**config.mk**
```make
export PLATFORM = sky130hd
export DESIGN_NAME = costas_phase_detector
export DESIGN_NICKNAME = d
export VERILOG_FILES = /design/src/rtl/bpsk_pkg.sv /design/src/rtl/integrate_dump.sv /design/src/rtl/costas_phase_detector.sv
export SDC_FILE = /design/constraint.sdc
export NUM_CORES = 1
export LEC_CHECK = 0
export ABC_AREA = 1
export CORE_ASPECT_RATIO = 0.5
export CORE_UTILIZATION = 42
export DETAILED_ROUTE_END_ITERATION = 7
export GPL_TIMING_DRIVEN = 0
export MAX_ROUTING_LAYER = met4
export PLACE_DENSITY_LB_ADDON = 0.12
export SYNTH_ARGS = -nofsm -noshare
export SYNTH_HDL_FRONTEND = slang
export SYNTH_SLANG_ARGS = --single-unit
```
**constraint.sdc**
```tcl
create_clock -name clk -period 5.7 [get_ports clk]
set_input_delay 0.855 -clock clk [delete_from_list [all_inputs] [get_ports clk]]
set_output_delay 0.855 -clock clk [all_outputs]
set_load 0.02 [all_outputs]
```
**src/rtl/bpsk_pkg.sv**
```systemverilog
// Shared BPSK receiver definitions: error-detector modes, default sizing and
// the phase-error word width used by the loop filter and NCO.
package bpsk_pkg;

    typedef enum logic [0:0] {
        ERR_PROD = 1'b0,
        ERR_SIGN = 1'b1
    } err_mode_e;

    localparam int DEF_IN_W     = 16;
    localparam int DEF_DUMP_LEN = 64;
    localparam int DEF_LOCK_N   = 8;
    localparam int PHASE_ERR_W  = 32;

endpackage

```
**src/rtl/integrate_dump.sv**
```systemverilog
// One rail of the integrate-and-dump: a sign-extending accumulator whose
// running sum, including the current sample, is captured on the dump strobe.
module integrate_dump #(
    parameter int IN_W  = 16,
    parameter int ACC_W = 22
) (
    input  logic                    clk,
    input  logic                    rst_n,
    input  logic                    clr,
    input  logic                    en,
    input  logic                    dump,
    input  logic signed [IN_W-1:0]  din,
    output logic signed [ACC_W-1:0] dout
);

    logic signed [ACC_W-1:0] acc;
    logic signed [ACC_W-1:0] sum;

    assign sum = acc + ACC_W'(din);

    // NOTE: state registers use non-blocking assignments so every flop samples
    // pre-edge values; blocking here would create order-dependent races.
    always_ff @(posedge clk or negedge rst_n) begin
        if (!rst_n) begin
            acc  <= '0;
            dout <= '0;
        end else if (clr) begin
            acc <= '0;
        end else if (en) begin
            if (dump) begin
                dout <= sum;
                acc  <= '0;
            end else begin
                acc <= sum;
            end
        end
    end

endmodule

```
**src/rtl/costas_phase_detector.sv**
```systemverilog
// BPSK Costas phase detector: per-window I/Q means, phase-error word and a
// lock indicator, with a fixed two-cycle latency after the window's last sample.
module costas_phase_detector
    import bpsk_pkg::*;
#(
    parameter int IN_W     = DEF_IN_W,
    parameter int DUMP_LEN = DEF_DUMP_LEN,
    parameter int ERR_MODE = 0,
    parameter int LOCK_N   = DEF_LOCK_N
) (
    input  logic                          clk,
    input  logic                          rst_n,
    input  logic                          sample_valid,
    input  logic signed [IN_W-1:0]        i_in,
    input  logic signed [IN_W-1:0]        q_in,
    input  logic                          clr,
    output logic signed [PHASE_ERR_W-1:0] phase_error,
    output logic                          err_valid,
    output logic signed [IN_W-1:0]        i_mean,
    output logic signed [IN_W-1:0]        q_mean,
    output logic                          locked
);

    localparam int SH     = $clog2(DUMP_LEN);
    localparam int ACC_W  = IN_W + SH;
    localparam int LCNT_W = $clog2(LOCK_N + 1);
    localparam logic [SH-1:0]     CNT_LAST = SH'(DUMP_LEN - 1);
    localparam logic [LCNT_W-1:0] LOCK_MAX = LCNT_W'(LOCK_N);

    logic [SH-1:0]           cnt;
    logic                    accept;
    logic                    dump_now;
    logic signed [ACC_W-1:0] i_dump;
    logic signed [ACC_W-1:0] q_dump;
    logic                    dump_vld;

    logic                    mean_vld;
    logic signed [IN_W-1:0]  i_m;
    logic signed [IN_W-1:0]  q_m;

    logic signed [PHASE_ERR_W-1:0] err_next;
    logic signed [2*IN_W-1:0]      prod;
    logic signed [IN_W:0]          q_ext;
    logic signed [IN_W+1:0]        i_wide;
    logic signed [IN_W+1:0]        q_wide;
    logic [IN_W+1:0]               abs_i;
    logic [IN_W+1:0]               abs_q;
    logic                          good;
    logic [LCNT_W-1:0]             lock_cnt;
    logic [LCNT_W-1:0]             lock_next;
    logic                          unused_lsbs;

    // clr discards any sample presented in the same cycle.
    assign accept   = sample_valid && !clr;
    assign dump_now = accept && (cnt == CNT_LAST);

    always_ff @(posedge clk or negedge rst_n) begin
        if (!rst_n) begin
            cnt      <= '0;
            dump_vld <= 1'b0;
        end else begin
            dump_vld <= dump_now;
            if (clr)
                cnt <= '0;
            else if (accept)
                cnt <= cnt + 1'b1;
        end
    end

    integrate_dump #(.IN_W(IN_W), .ACC_W(ACC_W)) u_i_rail (
        .clk(clk), .rst_n(rst_n), .clr(clr), .en(accept), .dump(dump_now),
        .din(i_in), .dout(i_dump)
    );

    integrate_dump #(.IN_W(IN_W), .ACC_W(ACC_W)) u_q_rail (
        .clk(clk), .rst_n(rst_n), .clr(clr), .en(accept), .dump(dump_now),
        .din(q_in), .dout(q_dump)
    );

    // Taking the top IN_W bits is the floor-toward-minus-infinity divide;
    // the discarded fraction bits are intentionally dropped.
    assign unused_lsbs = ^{i_dump[SH-1:0], q_dump[SH-1:0]};

    always_ff @(posedge clk or negedge rst_n) begin
        if (!rst_n) begin
            mean_vld <= 1'b0;
            i_m      <= '0;
            q_m      <= '0;
        end else if (clr) begin
            mean_vld <= 1'b0;
        end else begin
            mean_vld <= dump_vld;
            if (dump_vld) begin
                i_m <= i_dump[ACC_W-1:SH];
                q_m <= q_dump[ACC_W-1:SH];
            end
        end
    end

    // NOTE: every variable gets a default at the top of always_comb so no
    // path leaves it unassigned and no latch is inferred.
    always_comb begin
        prod     = i_m * q_m;
        q_ext    = {q_m[IN_W-1], q_m};
        err_next = PHASE_ERR_W'(prod);
        if (ERR_MODE == int'(ERR_SIGN))
            err_next = i_m[IN_W-1] ? PHASE_ERR_W'(-q_ext) : PHASE_ERR_W'(q_ext);

        i_wide = {{2{i_m[IN_W-1]}}, i_m};
        q_wide = {{2{q_m[IN_W-1]}}, q_m};
        abs_i  = i_wide[IN_W+1] ? -i_wide : i_wide;
        abs_q  = q_wide[IN_W+1] ? -q_wide : q_wide;
        good   = abs_i > (abs_q << 1);

        lock_next = '0;
        if (good)
            lock_next = (lock_cnt == LOCK_MAX) ? lock_cnt : lock_cnt + 1'b1;
    end

    always_ff @(posedge clk or negedge rst_n) begin
        if (!rst_n) begin
            phase_error <= '0;
            err_valid   <= 1'b0;
            i_mean      <= '0;
            q_mean      <= '0;
            lock_cnt    <= '0;
            locked      <= 1'b0;
        end else if (clr) begin
            err_valid <= 1'b0;
            lock_cnt  <= '0;
            locked    <= 1'b0;
        end else begin
            err_valid <= mean_vld;
            if (mean_vld) begin
                phase_error <= err_next;
                i_mean      <= i_m;
                q_mean      <= q_m;
                lock_cnt    <= lock_next;
                locked      <= (lock_next == LOCK_MAX);
            end
        end
    end

endmodule

```
### After elaboration in Yosys (flattened, before gate mapping)

Cells that the tools add are included.

| operators by class | value |
|---|---|
| add/sub/neg operators | 6 |
| multiply operators | 1 |
| magnitude comparators | 1 |
| equality and inequality tests | 3 |
| mux-type cells | 18 |
| bitwise gates (word level) | 1 |
| reduce and logical (&&, ||, !) cells | 8 |

Operators with widths:

| kind | number |
|---|---|
| two-way mux 22 bit | 6 |
| adder 22 x 16 -> 22 bit | 2 |
| multiplier 16 x 16 -> 32 bit | 1 |
| > comparator 18 bit | 1 |
| two-way mux 18 bit | 1 |
| negation 16 -> 18 bit | 1 |
| two-way mux 17 bit | 1 |
| negation 16 -> 17 bit | 1 |
| two-way mux 4 bit | 4 |
| two-way mux 6 bit | 2 |
| == test 4 bit, second input constant | 2 |
| adder 6 x 1 -> 6 bit, second input constant | 1 |
| == test 6 bit, second input constant | 1 |
| adder 4 x 1 -> 4 bit, second input constant | 1 |
| two-way mux 1 bit | 4 |
| AND reduction 2 bit | 2 |
| nonzero test 2 bit | 2 |
| AND reduction 3 bit | 1 |
| logical AND 1 bit | 2 |
| zero test 1 bit | 1 |
| inverter 1 bit | 1 |

| storage, ports and cells | value |
|---|---|
| flip-flop bits (word level) | 198 |
| output and inout bits | 66 |

### Logic depth before layout (Yosys ltp)

| depth | value |
|---|---|
| word-level depth | 7 |
| depth in mapped cells | 29 |
| mapped depth without buffers | 27 |

### Hierarchy

Synthesis repeated with hierarchy kept, for this count alone.

| unflattened totals | value |
|---|---|
| cells, all modules | 3058 |
| area total of the unflattened synthesis | 22609.2 µm² |

Modules (own cells, without submodules):

| module | instances | cells an instance | area each (µm²) | seq. area each (µm²) |
|---|---|---|---|---|
| costas_phase_detector | 1 | 2136 | 16305.6 | 2752.6 |
| integrate_dump | 2 | 461 | 3151.8 | 1101.1 |

### Worst setup path before layout

No wires, ideal clock.

| path | value |
|---|---|
| kind | register -> register |
| from | register q_m[5] |
| to | register phase_error[24] |
| library setup time | 0.118 ns |
| arrival | 5.624 ns |
| setup slack | -0.042 ns |
| stages on the path, launching flop included | 23 |
| path buffers | 2 |
| clock period less this slack | 5.742 ns |
| cells stage by stage | dfrtp_1 clkbuf_1 clkbuf_1 nand2_1 fa_1 inv_1 fa_1 fa_1 fa_1 fa_1 inv_1 fa_1 inv_1 ha_1 nand2_1 nor2_1 inv_1 nor2_1 nand4_1 nand3_1 nand2_1 nand3_1 nand2_1 |

| between the ends | value |
|---|---|
| longest elaborated chain between the ends | 1 |

Ends and longest elaborated chain:

| item | line | text |
|---|---|---|
| start: declaration | costas_phase_detector.sv:39 | `logic signed [IN_W-1:0] q_m;` |
| start signal: assignment | costas_phase_detector.sv:95 | `q_m <= q_dump[ACC_W-1:SH];` |
| multiplier 16 x 16 -> 32 bit | costas_phase_detector.sv:103 | `prod = i_m * q_m;` |
| end signal: assignment | costas_phase_detector.sv:135 | `phase_error <= err_next;` |
| end: declaration | costas_phase_detector.sv:17 | `output logic signed [PHASE_ERR_W-1:0] phase_error,` |

Every way passes these cells.
A chain may end at the register's enable or synchronous reset.

### Worst setup path in the final report

| path | value |
|---|---|
| from | register i_m[15] |
| to | register phase_error[26] |

| between the ends | value |
|---|---|
| longest elaborated chain between the ends | 1 |

Ends and longest elaborated chain:

| item | line | text |
|---|---|---|
| start: declaration | costas_phase_detector.sv:38 | `logic signed [IN_W-1:0] i_m;` |
| start signal: assignment | costas_phase_detector.sv:94 | `i_m <= i_dump[ACC_W-1:SH];` |
| multiplier 16 x 16 -> 32 bit | costas_phase_detector.sv:103 |  |

Every way passes these cells.

==> results.tsv <==
metric	value	unit
Mapped Area	0.0215	sq mm
Starting Density	42.7	%
die height	162	um
Slew headroom	36.7	%
Yosys warnings	0	
reg2reg setup slack	0.04	ns
Mapped Cells	2849	
Worst-Skew Late Latency	0.47	ns
# port buffers	100	
Largest stage delay, worst path	0.62	ns
initial antenna violation count	0	
Post-synth EDFFs	0	
post-DP HPWL	51500	um
Routed Antenna Nets	0	
Setup CP Type	reg -> reg	
post-synthesis mux area share	0	%
area grow syn2layout	16.6	%
Final WS setup	0.0444	ns
first-pass GRT wire length	102000	um
Routability Congestion	0.933	
# fillers	5078	
Hold Vio Cnt, Final	0	
status	finished, final reports clean	
#FFs+latches synth	186	
Min Clock Period, post-route	5.66	ns
post-synthesis compound-gate area fraction	6.72	%
Vias/cell	4.93	
adder-cell share of the synthesized area	33.0	%
Pre-antenna DRT Iters	7	
Chip Width	322	um
number of diodes	0	
max-cap violations	0	
Max Clock Skew	0.0173	ns
final setup vio count	0	
CP Data Arrival Time	6.01	ns
dpl ws	-1.09	ns
critical path's slowest cell	fa_2	
period utilization	99.2	%
Worst Setup End Kind	register	
Net count, final	3445	
clk root buf	clkbuf_16	
GRT Overall Usage	26.3	%
via count	18200	
most frequent CP cell	fa_1	
Routed WL	64700	um
Hold Path Class	in -> async	
Die ar.	0.0522	sq mm
H-Tree Depth	4	
detailed router's first-iteration violation count	1358	
CP bufs+invs	7	
peak supply drop	0.735	mV
Post-synth ARST share	100	%
power per cell area	456	mW/mm^2
Congestion Overflow GR	0	
crit start category	register	
synthesized area per cell	7.56	sq um
standard-cell rows	58	
crit path max fanout	5	
Sum Neg Setup Slack	0	ns
core footprint	0.0504	sq mm
DRC	0	
Synth Flop Type	dfrtp_1	
crit path cell chain	buf_8 -> nand2_4 -> inv_4 -> fa_2 -> inv_4 -> fa_1 -> inv_1 -> fa_1 -> fa_1 -> fa_1 -> inv_1 -> fa_1 -> inv_1 -> ha_4 -> nand2_4 -> nor2_4 -> inv_2 -> nor3_2 -> nand3_1 -> nand3_1 -> nand2_1 -> nand3_1 -> nand2_1	
clk sinks	186	
Seq/Total Area, Yosys	21.6	%
Simple-Gate Fraction of Synth Area	23.6	%
CTS tree	yes	
I/O pin count	102	
Max Slew Vio Count	0	
RSZ-0062 raised after global routing	yes	
Clock Tree Buf Depth	2	
Synth Area in XOR/XNOR	1.91	%
largest family of logic cells by synthesized area	adder cells	
TritonCTS buffer count	17	
leakage	13.7	nW
Worst Max-Slew Pin Slew	0.949	ns
vias in the first global route	18100	
Max Freq	177	MHz
WP data required	6.06	ns
largest net degree at the start of global routing	80	
share of cells above drive strength 1	10.6	%
wire length per cell	17.5	um
CTS clk-pin slew, worst paths	0.09	ns
Top delay family on crit path	adder cells	
post-synthesis cell type count	47	
## cells in the mapped netlist (14+ instances only)
cell type / n / area share (%)
o21ai_0: 133 / 3.1
nor2_1: 121 / 2.1
xor2_1: 30 / 1.2
fa_1: 264 / 25
clkbuf_1: 52 / 0.91
o21ai_1: 14 / 0.33
buf_2: 19 / 0.44
nor3_1: 14 / 0.33
buf_1: 17 / 0.30
nand4_1: 37 / 1.1
dfrtp_1: 186 / 22
nand3_1: 150 / 3.5
a21oi_1: 81 / 1.9
inv_1: 621 / 11
ha_1: 146 / 8.5
nand2_1: 831 / 14
xnor2_1: 17 / 0.69
## worst paths after layout
path	from	endpoint	cells after the start
max in group asynchronous	rst_n	phase_error[12]	3
min reg2reg	phase_error[1]	phase_error[1]	2
min	rst_n	u_i_rail.acc[8]	1
max	i_m[15]	phase_error[26]	23
min in group clk	phase_error[1]	phase_error[1]	2
max reg2reg	i_m[15]	phase_error[26]	23
## kinds of logic after synthesis
group,count (synthesis)
AO/OA/AOI/OAI,265
XOR/XNOR,47
adder cells (fa/ha/maj),410
buffers and inverters,728
flip-flops,186
other,2
AND/OR/NAND/NOR,1211
## per-stage QoR
stage / utilization, % / hold WS [ns] / power (mW) / std cells / cell area, sq um
2_1_floorplan: - / 0.449 / 6.48 / 2850 / 21500
3_3_place_gp: 46.4 / 0.453 / 8.23 / 3640 / 23400
3_5_place_dp: 46.5 / 0.458 / 8.30 / 3642 / 23500
4_1_cts: 48.5 / 0.244 / 10.2 / 3672 / 24400
5_1_grt: 49.8 / 0.266 / 12.5 / 3702 / 25100
6_report: 49.8 / 0.254 / 11.4 / 3702 / 25100
## routing by layer
metal	vias up	share of wire, %	GRT usage (%)	wire length [um]
met2	462	45	41.1	29100
met4	0	1.8	5.00	1160
li1	8904	-	-	-
met5	-	0	-	0
met1	8811	48	36.5	30800
met3	68	5.6	3.83	3650
## sequential cells by signal, summed over array words and instances, names as in the netlist, 4 cells and up
| name | cells |
|---|---|
| q_m | 16 |
| phase_error | 32 |
| u_q_rail.acc | 22 |
| u_q_rail.dout | 16 |
| u_i_rail.acc | 22 |
| cnt | 6 |
| i_m | 16 |
| i_mean | 16 |
| lock_cnt | 4 |
| q_mean | 16 |
| u_i_rail.dout | 16 |
## cell usage in the layout (no fill, tap or decap), drive strengths merged
master,synthesis,layout
and3,1,1
a21boi,2,2
clkinvlp,0,5
o21a,2,2
buf,47,100
ha,146,146
or2,12,12
nor4,2,2
fa,264,264
o31ai,2,2
nor2,130,130
nand3,158,158
nand4,37,37
xor2,30,30
o21ai,149,149
a22o,7,7
o21bai,7,7
clkdlybuf4s50,0,99
inv,627,631
a21oi,87,87
a32o,3,3
clkinv,1,6
nor3,21,21
nand3b,11,11
nor4b,1,1
xnor2,17,17
dfrtp,186,186
and2,1,1
conb,2,3
clkbuf,53,49
a21o,5,5
o22ai,1,1
nand2,837,837
## repair_timing
action / CTS / global route
hold buffers: 0 / 0
pin swaps: 12 / 34
resized for setup: 106 / 135
setup buffers: 20 / 30
cloned: 0 / 1
setup endpoints to repair: 22 / 21
## layout make-up
cell class / instances / area [sq um] / area share (%)
timing repair buffer: 152 / 1470 / 5.84
buffer: 78 / 557 / 2.22
sequential: 186 / 4680 / 18.6
clock buffer: 18 / 439 / 1.75
tap: 690 / 863 / 3.44
multi-input combinational: 1936 / 14600 / 58.1
inverter: 628 / 2370 / 9.46
clock inverter: 14 / 151 / 0.603
## power by group
part	internal [mW]	total [mW]	switching (mW)
sequential	1.43	1.50	0.0718
clock	0.598	1.26	0.657
combinational	3.46	8.69	5.23
total	5.48	11.4	5.96
No activity file was read; power rests on OpenSTA's default activity.
